[src/rtl/lap_stopwatch.sv]
// lap_stopwatch: self-timed m:ss.t stopwatch with run/stop and lap/clear buttons,
// driving three 7-segment digits and a one-hot tenths bar.
module lap_stopwatch #(
    parameter int CLK_HZ         = 50000000,
    parameter int TICK_HZ        = 10,
    parameter int MIN_MAX        = 9,
    parameter bit SEG_ACTIVE_LOW = 1
) (
    input  logic       clk,
    input  logic       reset,
    input  logic       start_stop,
    input  logic       lap_clear,
    output logic [6:0] left,
    output logic [6:0] right,
    output logic [6:0] minseg,
    output logic [9:0] msled,
    output logic       running,
    output logic       lap_active,
    output logic       overflow
);
    localparam int DIV = CLK_HZ / TICK_HZ;
    localparam int PW  = DIV > 1 ? $clog2(DIV) : 1;

    typedef enum logic [1:0] {IDLE, RUN, LAP, STOP} state_t;

    state_t        state, state_nx;
    logic [2:0]    ss_sync, lc_sync;
    logic          ss_rise, lc_rise;
    logic [PW-1:0] pre;
    logic          counting, clear, tick;
    logic [3:0]    tn, su, mn;
    logic [2:0]    st;
    logic          tn_c, su_c, st_c, at_max;
    logic [14:0]   snap, live, src;
    logic          running_d, lap_d;

    function automatic logic [6:0] seg(input logic [3:0] d);
        logic [6:0] s;
        case (d)
            4'd0:    s = 7'h3F;
            4'd1:    s = 7'h06;
            4'd2:    s = 7'h5B;
            4'd3:    s = 7'h4F;
            4'd4:    s = 7'h66;
            4'd5:    s = 7'h6D;
            4'd6:    s = 7'h7D;
            4'd7:    s = 7'h07;
            4'd8:    s = 7'h7F;
            4'd9:    s = 7'h6F;
            default: s = 7'h00;
        endcase
        return SEG_ACTIVE_LOW ? ~s : s;
    endfunction

    function automatic logic [9:0] bar(input logic [3:0] d);
        return d < 4'd10 ? 10'b1 << d : 10'b0;
    endfunction

    // sync2 & ~sync3 edge detect; start_stop wins a same-cycle collision
    always_ff @(posedge clk or negedge reset) begin
        if (!reset) begin
            ss_sync <= '0;
            lc_sync <= '0;
        end else begin
            ss_sync <= {ss_sync[1:0], start_stop};
            lc_sync <= {lc_sync[1:0], lap_clear};
        end
    end

    assign ss_rise = ss_sync[1] & ~ss_sync[2];
    assign lc_rise = lc_sync[1] & ~lc_sync[2] & ~ss_rise;

    always_ff @(posedge clk or negedge reset) begin
        if (!reset) state <= IDLE;
        else        state <= state_nx;
    end

    always_comb begin
        state_nx = state;
        unique case (state)
            IDLE: state_nx = ss_rise ? RUN : IDLE;
            RUN:  state_nx = ss_rise ? STOP : lc_rise ? LAP : RUN;
            LAP:  state_nx = ss_rise ? STOP : lc_rise ? RUN : LAP;
            STOP: state_nx = ss_rise ? RUN : lc_rise ? IDLE : STOP;
        endcase
    end

    always_comb begin
        running_d = state == RUN || state == LAP;
        lap_d     = state == LAP;
        src       = lap_d ? snap : live;
    end

    assign counting = running_d;
    assign clear    = state == IDLE || (state == STOP && lc_rise);
    assign tick     = counting && pre == PW'(DIV - 1);

    // STOP holds the prescaler so a resume finishes the interrupted tenth
    always_ff @(posedge clk or negedge reset) begin
        if (!reset)        pre <= '0;
        else if (clear)    pre <= '0;
        else if (counting) pre <= tick ? '0 : pre + PW'(1);
    end

    assign tn_c   = tn == 4'(TICK_HZ - 1);
    assign su_c   = su == 4'd9;
    assign st_c   = st == 3'd5;
    assign at_max = tn_c && su_c && st_c && mn == 4'(MIN_MAX);
    assign live   = {mn, st, su, tn};

    always_ff @(posedge clk or negedge reset) begin
        if (!reset) begin
            {mn, st, su, tn} <= '0;
            overflow         <= 1'b0;
        end else if (clear) begin
            {mn, st, su, tn} <= '0;
            overflow         <= 1'b0;
        end else if (tick) begin
            if (at_max) overflow <= 1'b1;
            else begin
                tn <= tn_c ? 4'd0 : tn + 4'd1;
                if (tn_c) su <= su_c ? 4'd0 : su + 4'd1;
                if (tn_c && su_c) st <= st_c ? 3'd0 : st + 3'd1;
                if (tn_c && su_c && st_c) mn <= mn + 4'd1;
            end
        end
    end

    // captures the pre-tick count when a lap coincides with a tick
    always_ff @(posedge clk or negedge reset) begin
        if (!reset)                     snap <= '0;
        else if (state == RUN && lc_rise) snap <= live;
    end

    always_ff @(posedge clk or negedge reset) begin
        if (!reset) begin
            left       <= seg(4'd0);
            right      <= seg(4'd0);
            minseg     <= seg(4'd0);
            msled      <= bar(4'd0);
            running    <= 1'b0;
            lap_active <= 1'b0;
        end else begin
            left       <= seg({1'b0, src[10:8]});
            right      <= seg(src[7:4]);
            minseg     <= seg(src[14:11]);
            msled      <= bar(src[3:0]);
            running    <= running_d;
            lap_active <= lap_d;
        end
    end
endmodule

[config.mk]
export PLATFORM = sky130hd
export DESIGN_NAME = lap_stopwatch
export DESIGN_NICKNAME = d
export VERILOG_FILES = /design/src/rtl/lap_stopwatch.sv
export SDC_FILE = /design/constraint.sdc
export NUM_CORES = 1
export LEC_CHECK = 0
export BUFFER_PORTS_ARGS = -buffer_cell sky130_fd_sc_hd__buf_2
export CELL_PAD_IN_SITES_DETAIL_PLACEMENT = 1
export CELL_PAD_IN_SITES_GLOBAL_PLACEMENT = 2
export CORE_MARGIN = 3
export CORE_UTILIZATION = 36
export DETAILED_ROUTE_END_ITERATION = 12
export MAX_ROUTING_LAYER = met4
export PLACE_DENSITY_LB_ADDON = 0.1
export SKIP_CTS_REPAIR_TIMING = 1
export SYNTH_ARGS = -nofsm -noshare
export SYNTH_HDL_FRONTEND = slang
export SYNTH_SLANG_ARGS = --single-unit
[constraint.sdc]
create_clock -name clk -period 2.6 [get_ports clk]
set_clock_uncertainty 0.15 [all_clocks]
set_input_delay 0.13 -clock clk [delete_from_list [all_inputs] [get_ports clk]]
set_output_delay 0.13 -clock clk [all_outputs]
set_load 0.01 [all_outputs]
**Word-level counts from Yosys, hierarchy flattened**

Memory sizes are Yosys's and may differ from the RTL's.
Index checks and enable logic that the tools add are counted.

- Input port bits: 4
- Memory bits (read-only): 280
- Memories: 3
- Output and inout port bits: 34
- Word-level logic and storage cells: 98
- Bits in registers: 95

- Add/subtract/negate cells: 5
- Mux-type cells: 34
- Equal/unequal tests: 9
- Reductions and logical operators: 20
- Shift operators: 1
- Magnitude comparators: 1
- Bitwise gates (word level): 9

Memory list:

| memory | words | width | read ports | clocked after Yosys merged registers in | wr ports | line | RTL |
|---|---|---|---|---|---|---|---|
| (name not given) | 16 | 7 | 1 | 0 | 0 | 39 | `case (d)` |
| (name not given) | 16 | 7 | 1 | 0 | 0 | 39 |  |
| (name not given) | 8 | 7 | 1 | 0 | 0 | 39 |  |

Operator list:

| kind | number |
|---|---|
| 23-bit two-way mux | 3 |
| 4-bit two-way mux | 13 |
| 23-bit by 1-bit adder with 23-bit output, second input constant | 1 |
| 23-bit == test, second input constant | 1 |
| 7-bit inverter | 3 |
| 15-bit two-way mux | 1 |
| 3-bit two-way mux | 5 |
| 4-bit by 1-bit adder with 4-bit output, second input constant | 3 |
| 4-bit == test, second input constant | 3 |
| 2-bit two-way mux | 6 |
| 2-bit nonzero test | 6 |
| 10-bit two-way mux | 1 |
| 1-bit by 4-bit << shifter with 10-bit output, first input constant | 1 |
| 3-bit AND reduction | 3 |
| 2-bit one-hot mux with 4 select lines | 1 |
| 1-bit logical AND | 6 |
| 2-bit == test, second input constant | 2 |
| 4-bit less-than comparator, second input constant | 1 |
| 1-bit two-way mux | 4 |
| 2-bit AND reduction | 2 |
| 3-bit by 1-bit adder with 3-bit output, second input constant | 1 |
| 1-bit bitwise AND | 3 |
| 3-bit == test, second input constant | 1 |
| 1-bit inverter | 3 |
| other kinds (4) | 5 |

**Longest topological paths before layout**

Gate-level depths: netlist of the first run.

- Word-level depth: 8
- Gate-level depth with buffers: 11
- Mapped depth without buffers: 9

**Worst setup path before layout of the first run**

No wires, ideal clock.

- Kind: register to register
- Start: register state[0]
- End: register left[5]
- Setup slack: 0.112 ns
- Data required time: 2.324 ns
- Arrival: 2.212 ns
- Library setup time: 0.126 ns
- Stages on the path, launching flop included: 11
- Clock period less this slack: 2.488 ns
- Path buffers: 3
- Cell sequence: dfrtp_1 > inv_1 > ha_1 > clkbuf_1 > buf_1 > buf_2 > mux2i_1 > inv_1 > ha_1 > nand2_1 > o21ai_0

- Word-level cells in the longest chain between the ends: 4

Ends and longest elaborated chain:

| element | line | RTL |
|---|---|---|
| from (decl) | 26 | `state_t state, state_nx;` |
| from (signal assigned) | 75 | `else state <= state_nx;` |
| 2-bit == test | 90 | `lap_d = state == LAP;` |
| via lap_d | 35 | `logic running_d, lap_d;` |
| 15-bit two-way mux | 91 | `src = lap_d ? snap : live;` |
| memory read 8 x 7 bit | -- |  |
| 7-bit inverter | 52 | `return SEG_ACTIVE_LOW ? ~s : s;` |
| to (signal assigned) | 137 | `left <= seg(4'd0);` |
| to (signal assigned) | 144 | `left <= seg({1'b0, src[10:8]});` |
| to (decl) | 13 | `output logic [6:0] left,` |

The timed path passes the listed nets, and every way through them passes these cells.
A chain may end at the register's enable or synchronous reset.

**Worst setup path in the final report of the first run**

- Start: register state[0]
- End: register su[0]

- Word-level cells in the longest chain between the ends: 5
- Elaborated cells on any way between the ends: 13
- Those cells by class: eq/ne (4); mux (1); reduce/logical (8)

Ends and longest elaborated chain:

| element | line | RTL |
|---|---|---|
| 2-bit by 1-bit == test with 1-bit output / 2-bit == test (equally long branches) | 89 | `running_d = state == RUN \|\| state == LAP;` |
| 1-bit logical OR * | 89 |  |
| via counting | 30 | `logic counting, clear, tick;` |
| 1-bit logical AND * | 96 | `assign tick = counting && pre == PW'(DIV - 1);` |
| 2-bit nonzero test (no line) * | -- |  |
| 3-bit AND reduction (no line) * | -- |  |
| to (signal assigned) | 122 | `if (tn_c) su <= su_c ? 4'd0 : su + 4'd1;` |
| to (decl) | 31 | `logic [3:0] tn, su, mn;` |

The timed path passes the listed nets; every way through them passes the cells marked *.

==> results summary, run 1 <==
The total number of clock tree sinks came out at between 90 and 100. The register bit total from synthesis came out at between 90 and 100. The count of port buffers added during placement is 37. The count of endpoints failing setup in the final report came out at 0.

At the end of routability-driven placement, the weighted congestion stood at roughly 0.81. The worst slew slack as a fraction of its limit is 0.647. Synthesis produced a netlist with a net count of around 490.

The initial core utilization is 0.376. The maximum fanout count along the critical path is 12. The flow ran to the end, and the final reports show no timing, DRC or antenna violations. Entering global routing, the biggest net connects 58 pins. The required time of the worst setup path came out at 2.73 ns.

The placeable core region is approximately 13000 sq um. The count of unresolved DRC violations after routing is 0. Static timing analysis puts the maximum clock frequency at roughly 400 MHz. The wire length reported by the detailed router is roughly 11000 um. The cell at the root of the clock tree is sky130_fd_sc_hd__clkbuf_16.

The wire length per cell after detailed routing is about 16 um. OpenSTA, run right after detailed placement, puts the worst setup slack at 0.139 ns. The share of total power dissipated in sequential elements is 0.443.

The part of the Yosys area used for sequential elements came out at 0.492. The longest clock path from root to sink contains 2 buffers. The critical path arrival is approximately 2.6 ns. The time the worst path needs with I/O delays and setup came out at 2.45 ns.

The vias after detailed routing came out at roughly 3700. The clock latency of the later-clocked register in the worst-skew pair came out at between 0.3 and 0.4 ns. The first-pass detailed-route iteration total is 4.

STA classifies the critical path endpoint as a register. The final setup TNS is 0 ns. The slew at the pin closest to its max-slew limit came out at 0.525 ns. After synthesis, the share of flip-flops with an asynchronous set or reset is 1.00.

The worst vdd rail ir drop is roughly 270 uV. Dividing the final minimum period by the clock period gives 0.943. The initial detailed-routing violation count came out at between 100 and 150.

The switching part of the total is 0.296. The number of antenna violations at the first check in global routing came out at 0. The post-synthesis to final-layout area growth came out at 17.2%. Of the cells placed in the final design, the portion with a size suffix greater than 1 is 0.219. The total track usage is 0.170. Among all stages on the critical path, the largest delay is contributed by sky130_fd_sc_hd__or4_1. The number of top-level design ports is 38. The final count of pins violating max slew is 0. The buffering stage count on the worst path with inverters included came out at 1.

The number of instances in the synthesized netlist came out at 463. Summed over all cells, the static leakage comes to between 2 and 3 nW. The cell family contributing the most delay on the critical path is simple AND/OR/NAND/NOR gates. The first global-routing pass estimated ~19000 um of wire.

The number of global-route vias before repair came out at 3915. Dividing total power by cell area gives a power density of a little over 600 nW/um^2. The number of nets in the layout came out at between 500 and 600.

The overall overflow remaining after global route is 0. The number of cell rows came out at between 40 and 50. Counting distinct cell types in the post-synthesis netlist gives 58. The total power is between 3 and 4 mW.

The peak per-stage delay on the critical path is roughly 0.5 ns. The worst hold path class is in2async. The mapped cell area is around 4800 sq um. The total stage count of the critical path is 7. The y dimension of the die came out at about 120 um. The analysis attributes to net switching a power of 1.03 mW. STA classifies the critical path startpoint as a register. The logic gate share of total power came out at 0.197.

Yosys mapped a number of flops with a built-in enable equal to 0. TritonCTS built the clock tree. The critical path in this run is classified as reg2reg. Setup repair after global routing left no endpoint under its margin. The residual antenna-violating net count after detailed routing came out at 0. After detailed routing, the number of vias per cell comes to roughly 5.3.

CTS built an H-tree with a depth of 3. The count of warnings emitted by yosys is 0. The internal portion of the total power is approximately 2.5 mW.

The post-detailed-placement half-perimeter wirelength came out at 8150 um. The floorplan step defined a die boundary enclosing around 15000 sq um. After clock tree synthesis, the clock-pin slew on the worst setup and hold paths is 0.07 ns. The die boundary width came out at roughly 120 um. The average instance area after synthesis came out at approximately 10 sq um. The clock network fraction of design power is 0.360. The count of final hold-check violations is 0. The critical path goes through inv_1 > ha_1 > and4bb_2 > nand4_2 > or2_4 > or4_1 > a21oi_1. The most used flip-flop cell after synthesis is sky130_fd_sc_hd__dfrtp_1. The total inserted antenna cells is 0. Setup slack on the critical path of the routed design comes to 0.148 ns. The total CTS buffers is 9. The number of cell instances on the worst register-to-register path came out at 7. Max-cap violations in this run came to 0.
==> power groups by stage <==
stage | Clock (mW) | Sequential, mW | Combinational, mW
after floorplan | 0 | 1.58 | 0.393
after global placement | 0 | 1.57 | 0.704
after detailed placement | 0 | 1.57 | 0.696
after CTS | 1.31 | 1.54 | 0.699
after global routing | 1.37 | 1.55 | 0.758
final | 1.25 | 1.54 | 0.689
==> stage by stage <==
stage | cell area [sq um] | instances | hold slack [ns] | utilization
2_1_floorplan | 4840 | 463 | -0.316 | -
3_3_place_gp | 5360 | 678 | -0.0141 | 0.416
3_5_place_dp | 5360 | 678 | -0.0132 | 0.416
4_1_cts | 5640 | 694 | -0.393 | 0.438
5_1_grt | 5670 | 697 | 0.183 | 0.441
6_report | 5670 | 697 | 0.147 | 0.441
==> path summary, 6_finish.rpt <==
check	start	to	slack, ns
max	state[0]	su[0]	0.15
min	reset	right[0]	0.15
max reg2reg	state[0]	su[0]	0.15
min in group clk	ss_sync[0]	ss_sync[1]	0.20
min reg2reg	ss_sync[0]	ss_sync[1]	0.20
max in group asynchronous	reset	minseg[6]	1.45
==> flip-flops by register name, summed over array words and instances, names as in the netlist <==
| register | cells |
|---|---|
| minseg | 7 |
| left | 7 |
| ss_sync | 3 |
| lap_active | 1 |
| state | 2 |
| st | 3 |
| overflow | 1 |
| msled | 10 |
| running | 1 |
| snap | 15 |
| lc_sync | 3 |
| right | 7 |
| mn | 4 |
| su | 4 |
| pre | 23 |
| tn | 4 |
==> cells in the mapped netlist (2+ instances only) <==
cell type	count	area (sq um)
sky130_fd_sc_hd__a21o_1	4	30.0
sky130_fd_sc_hd__o21ai_0	21	105
sky130_fd_sc_hd__a31o_2	8	70.1
sky130_fd_sc_hd__or4_1	2	15.0
sky130_fd_sc_hd__xor2_1	15	131
sky130_fd_sc_hd__and4_1	5	43.8
sky130_fd_sc_hd__a31oi_1	3	18.8
sky130_fd_sc_hd__nor4_1	6	37.5
sky130_fd_sc_hd__mux2i_1	9	90.1
sky130_fd_sc_hd__clkbuf_1	11	41.3
sky130_fd_sc_hd__and3_1	10	62.6
sky130_fd_sc_hd__buf_1	2	7.51
sky130_fd_sc_hd__nor2_1	53	199
sky130_fd_sc_hd__nand2_1	26	97.6
sky130_fd_sc_hd__o211ai_1	3	22.5
sky130_fd_sc_hd__a22oi_1	5	37.5
sky130_fd_sc_hd__xnor2_1	5	43.8
sky130_fd_sc_hd__dfstp_2	4	105
sky130_fd_sc_hd__nand2b_1	5	31.3
sky130_fd_sc_hd__nor4b_1	8	70.1
sky130_fd_sc_hd__ha_1	27	338
sky130_fd_sc_hd__o2111ai_1	3	26.3
sky130_fd_sc_hd__or3_2	2	15.0
sky130_fd_sc_hd__nor2b_1	6	37.5
sky130_fd_sc_hd__o31ai_1	3	22.5
sky130_fd_sc_hd__nand3b_1	2	15.0
sky130_fd_sc_hd__dfrtp_1	91	2280
sky130_fd_sc_hd__inv_1	16	60.1
sky130_fd_sc_hd__nor3b_1	4	30.0
sky130_fd_sc_hd__and4bb_2	2	25.0
sky130_fd_sc_hd__a21oi_1	22	110
sky130_fd_sc_hd__nor3_1	9	45.0
sky130_fd_sc_hd__nand3_1	11	55.1
sky130_fd_sc_hd__mux2_2	16	180
sky130_fd_sc_hd__o21a_1	7	52.6
sky130_fd_sc_hd__nand4_1	10	62.6
sky130_fd_sc_hd__buf_2	2	10.0
sky130_fd_sc_hd__and2_1	5	31.3
==> layout by cell type, fill, tap and decap left out, types with 3 or more instances in the layout <==
cell                            count
sky130_fd_sc_hd__dfrtp_1           91
sky130_fd_sc_hd__nor2_1            53
sky130_fd_sc_hd__buf_2             36
sky130_fd_sc_hd__nand2_1           26
sky130_fd_sc_hd__ha_1              26
sky130_fd_sc_hd__a21oi_1           22
sky130_fd_sc_hd__buf_4             22
sky130_fd_sc_hd__o21ai_0           20
sky130_fd_sc_hd__inv_1             16
sky130_fd_sc_hd__mux2_2            16
sky130_fd_sc_hd__xor2_1            15
sky130_fd_sc_hd__nand3_1           11
sky130_fd_sc_hd__and3_1            10
sky130_fd_sc_hd__nand4_1           10
sky130_fd_sc_hd__nor3_1             9
sky130_fd_sc_hd__mux2i_1            9
sky130_fd_sc_hd__clkbuf_16          9
sky130_fd_sc_hd__a31o_2             8
sky130_fd_sc_hd__nor4b_1            8
sky130_fd_sc_hd__o21a_1             7
sky130_fd_sc_hd__nor2b_1            6
sky130_fd_sc_hd__nor4_1             6
sky130_fd_sc_hd__nand2b_1           5
sky130_fd_sc_hd__a22oi_1            5
sky130_fd_sc_hd__and2_1             5
sky130_fd_sc_hd__and4_1             5
sky130_fd_sc_hd__xnor2_1            5
sky130_fd_sc_hd__nor3b_1            4
sky130_fd_sc_hd__a21o_1             4
sky130_fd_sc_hd__dfstp_2            4
sky130_fd_sc_hd__a31oi_1            3
sky130_fd_sc_hd__o31ai_1            3
sky130_fd_sc_hd__o211ai_1           3
sky130_fd_sc_hd__o2111ai_1          3
sky130_fd_sc_hd__dlygate4sd3_1      3
==> final cells by class <==
cell class | count | area, sq um
clock inverter | 3 | 18.8
timing repair buffer | 63 | 415
sequential | 95 | 2380
fill | 1444 | 7200
tap | 172 | 215
clock buffer | 13 | 260
inverter | 16 | 60.1
multi-input combinational | 335 | 2320
==> cell families (layout without fill, tap and decap cells) <==
| kind of cell | count (synthesis) | after routing | share of synthesized area |
|---|---|---|---|
| mux | 25 | 25 | 0.0559 |
| fa+ha+maj | 27 | 27 | 0.0698 |
| buf+inv | 33 | 95 | 0.0284 |
| compound gates | 87 | 87 | 0.116 |
| flops | 95 | 95 | 0.492 |
| xor+xnor | 20 | 20 | 0.0362 |
| simple gates | 176 | 176 | 0.201 |
==> metal layers <==
layer | up-vias | wire length (um) | GRT usage
met5 | - | 0 | -
met4 | 0 | 216 | 0.0693
met3 | 15 | 234 | 0.0265
met2 | 37 | 5800 | 0.289
met1 | 1865 | 5070 | 0.203
li1 | 1763 | - | -
(Power assumes the default switching activity.)
==> inputs of run 2 (changes only) <==
CORE_ASPECT_RATIO = 1.2   (was unset)
==> results summary, run 2 (synthesis gave the netlist of run 1 again) <==
The count of unresolved DRC violations after routing is 0. The wire length reported by the detailed router is ~11000 um. The final core area utilization came out at 0.447. The residual antenna-violating net count after detailed routing is 0. The layout has around 1500 filler cells.

The wire length per cell after detailed routing came out at approximately 17 um. The critical path arrival came out at roughly 2.6 ns. The largest net degree at the start of global routing is 51. The final setup TNS is 0 ns. The tree is rooted in a sky130_fd_sc_hd__clkbuf_16. The overall overflow remaining after global route came out at 0.

The maximum fanout count along the critical path is 6. Measured against its own limit, the worst slew margin works out to 0.600. The largest registers in the layout are pre: 23 flops, snap: 15 flops, msled: 10 flops. The number of flip-flops under the largest register name is 23. The ratio of total power to cell area came out at ~650 nW/um^2. The clock transition time at the flip-flop clock pins of the worst setup and hold paths came out at 0.07 ns. The count of final hold-check violations came out at 0. The global-route wire length before repair is about 20000 um.

The run finished with clean final reports. Buffers placed on the I/O ports in this run total 37. The number of cell rows is between 40 and 50. The met2 demand-to-capacity share in global routing is 0.296. The worst setup path is launched from a register. The total track usage came out at 0.165.

The final instance area came out at 5760 sq um. The met3 layer usage reported by global route is 0.0265. The number of vias per cell came out at between 5 and 6. For this run, the detailed router's first-pass iteration total came to 4. Leaving out fill and tap cells, the most frequent cells in the layout are 91 x sky130_fd_sc_hd__dfrtp_1, 53 x sky130_fd_sc_hd__nor2_1, 36 x sky130_fd_sc_hd__buf_2. Measured along the y axis, the die boundary spans roughly 130 um. During I/O placement, the number of pins put on the boundary was 38. The clock latency of the later-clocked register in the worst-skew pair came out at about 0.34 ns. The footprint of the multi-input gates came out at roughly 2300 sq um. Setup repair after global routing left no endpoint under its margin. The met1 layer usage reported by global route is 0.191. The initial detailed-routing violation count came out at 138. The clock tree from TritonCTS is done.

The deepest level of the CTS H-tree came out at 3. The number of global-route vias before repair came out at around 3800. The post-detailed-placement cell area is around 5400 sq um.

The min-delay analysis places its worst path in the category in2async. The placeable core region came out at around 13000 sq um. The total inserted antenna cells is 0. The post-detailed-placement half-perimeter wirelength is 8250 um. Setup violations remaining at the end of the flow were counted as 0.

The classification of the worst setup path is reg2reg. The layer with the highest usage is met2. In the final design database the tool counted 558 nets. The total CTS buffers is 9.

The number of antenna violations at the first check in global routing is 0. The share of final-layout standard cells stronger than drive strength 1 is 0.233. The die boundary width came out at roughly 110 um. The vias after detailed routing is between 3000 and 4000. The share of the clock period used by the worst path after layout came out at 0.937. The total die area is approximately 15000 sq um.

The achievable clock frequency came out at ~410 MHz. The slew at the pin closest to its max-slew limit came out at about 0.6 ns. For the finished layout, the period the worst path requires is approximately 2.4 ns. The worst path setup slack after routing came out at roughly 0.16 ns. At the end of routability-driven placement, the weighted congestion stood at ~0.76. The area of all sequential standard cells came out at about 2400 sq um.

No sink is reached through more buffers than the 2 on the longest clock path. OpenSTA, run right after detailed placement, puts the worst setup slack at between 0.1 and 0.15 ns. The standby leakage power came out at approximately 2.7 nW.

The register with the highest flop count is pre. The total number of clock tree sinks came out at 95. The required time of the worst setup path is roughly 2.7 ns.

The area growth from synthesis to layout is 19.1%. The initial core utilization came out at 0.375. STA classifies the critical path endpoint as a register. The worst vdd rail ir drop is 339 uV.

The count of maximum capacitance violations is 0. The leading cell type in the layout, fill and taps excluded is sky130_fd_sc_hd__dfrtp_1. The final count of pins violating max slew is 0.
==> run 2: changes by cell type in the layout (fill, tap and decap cells not counted), sizes merged <==
| cell | change |
|---|---|
| buf | +6 |
| clkinv | -1 |
| clkbuf | -2 |
| inv | +1 |
| or2 | +1 |
| bufinv | +2 |
==> run 2: worst paths after layout <==
path / start / endpoint / slack, ns / cells after the start
worst max-delay path: state[1] / tn[0] / 0.16 / 7
worst min-delay path: reset / minseg[5] / 0.18 / 2
worst max register to register: state[1] / tn[0] / 0.16 / 7
worst min register to register: ss_sync[0] / ss_sync[1] / 0.20 / 0
max in group asynchronous: reset / pre[0] / 1.43 / 3
min in group clk: ss_sync[0] / ss_sync[1] / 0.20 / 0
==> run 2: layout make-up <==
class | instances | share of cell area
Sequential cell | 95 | 0.413
Multi-Input combinational cell | 336 | 0.405
Timing Repair Buffer | 69 | 0.0777
Clock buffer | 11 | 0.0439
Tap cell | 164 | 0.0356
Clock inverter | 5 | 0.0137
Inverter | 16 | 0.0104
==> run 2: worst max-delay path: stages, from the launching register on <==
cell and delay [ns]:
sky130_fd_sc_hd__dfrtp_1 0.40, sky130_fd_sc_hd__inv_1 0.09, sky130_fd_sc_hd__ha_1 0.34, sky130_fd_sc_hd__and4bb_2 0.27, sky130_fd_sc_hd__nand4_4 0.14, sky130_fd_sc_hd__or2_2 0.36, sky130_fd_sc_hd__or3_2 0.45, sky130_fd_sc_hd__a21oi_1 0.14
==> run 2: report_power, final <==
part	switching [mW]	total, mW	internal (mW)
registers	0.0227	1.54	1.52
clock network	0.577	1.47	0.896
logic	0.475	0.707	0.232
==> run 2: stage by stage <==
stage	hold slack [ns]	std cells	power, mW
after global placement	0.0169	673	2.28
after global routing	0.218	696	3.92
after floorplan	-0.316	463	1.97
after detailed placement	0.0294	673	2.29
after CTS	-0.339	689	3.78
final	0.185	696	3.73
==> run 2: per-layer routing <==
layer | vias up | share of wire
met4 | 0 | 0.0092
met2 | 34 | 0.54
met3 | 7 | 0.023
li1 | 1782 | -
met1 | 1896 | 0.43
met5 | - | 0
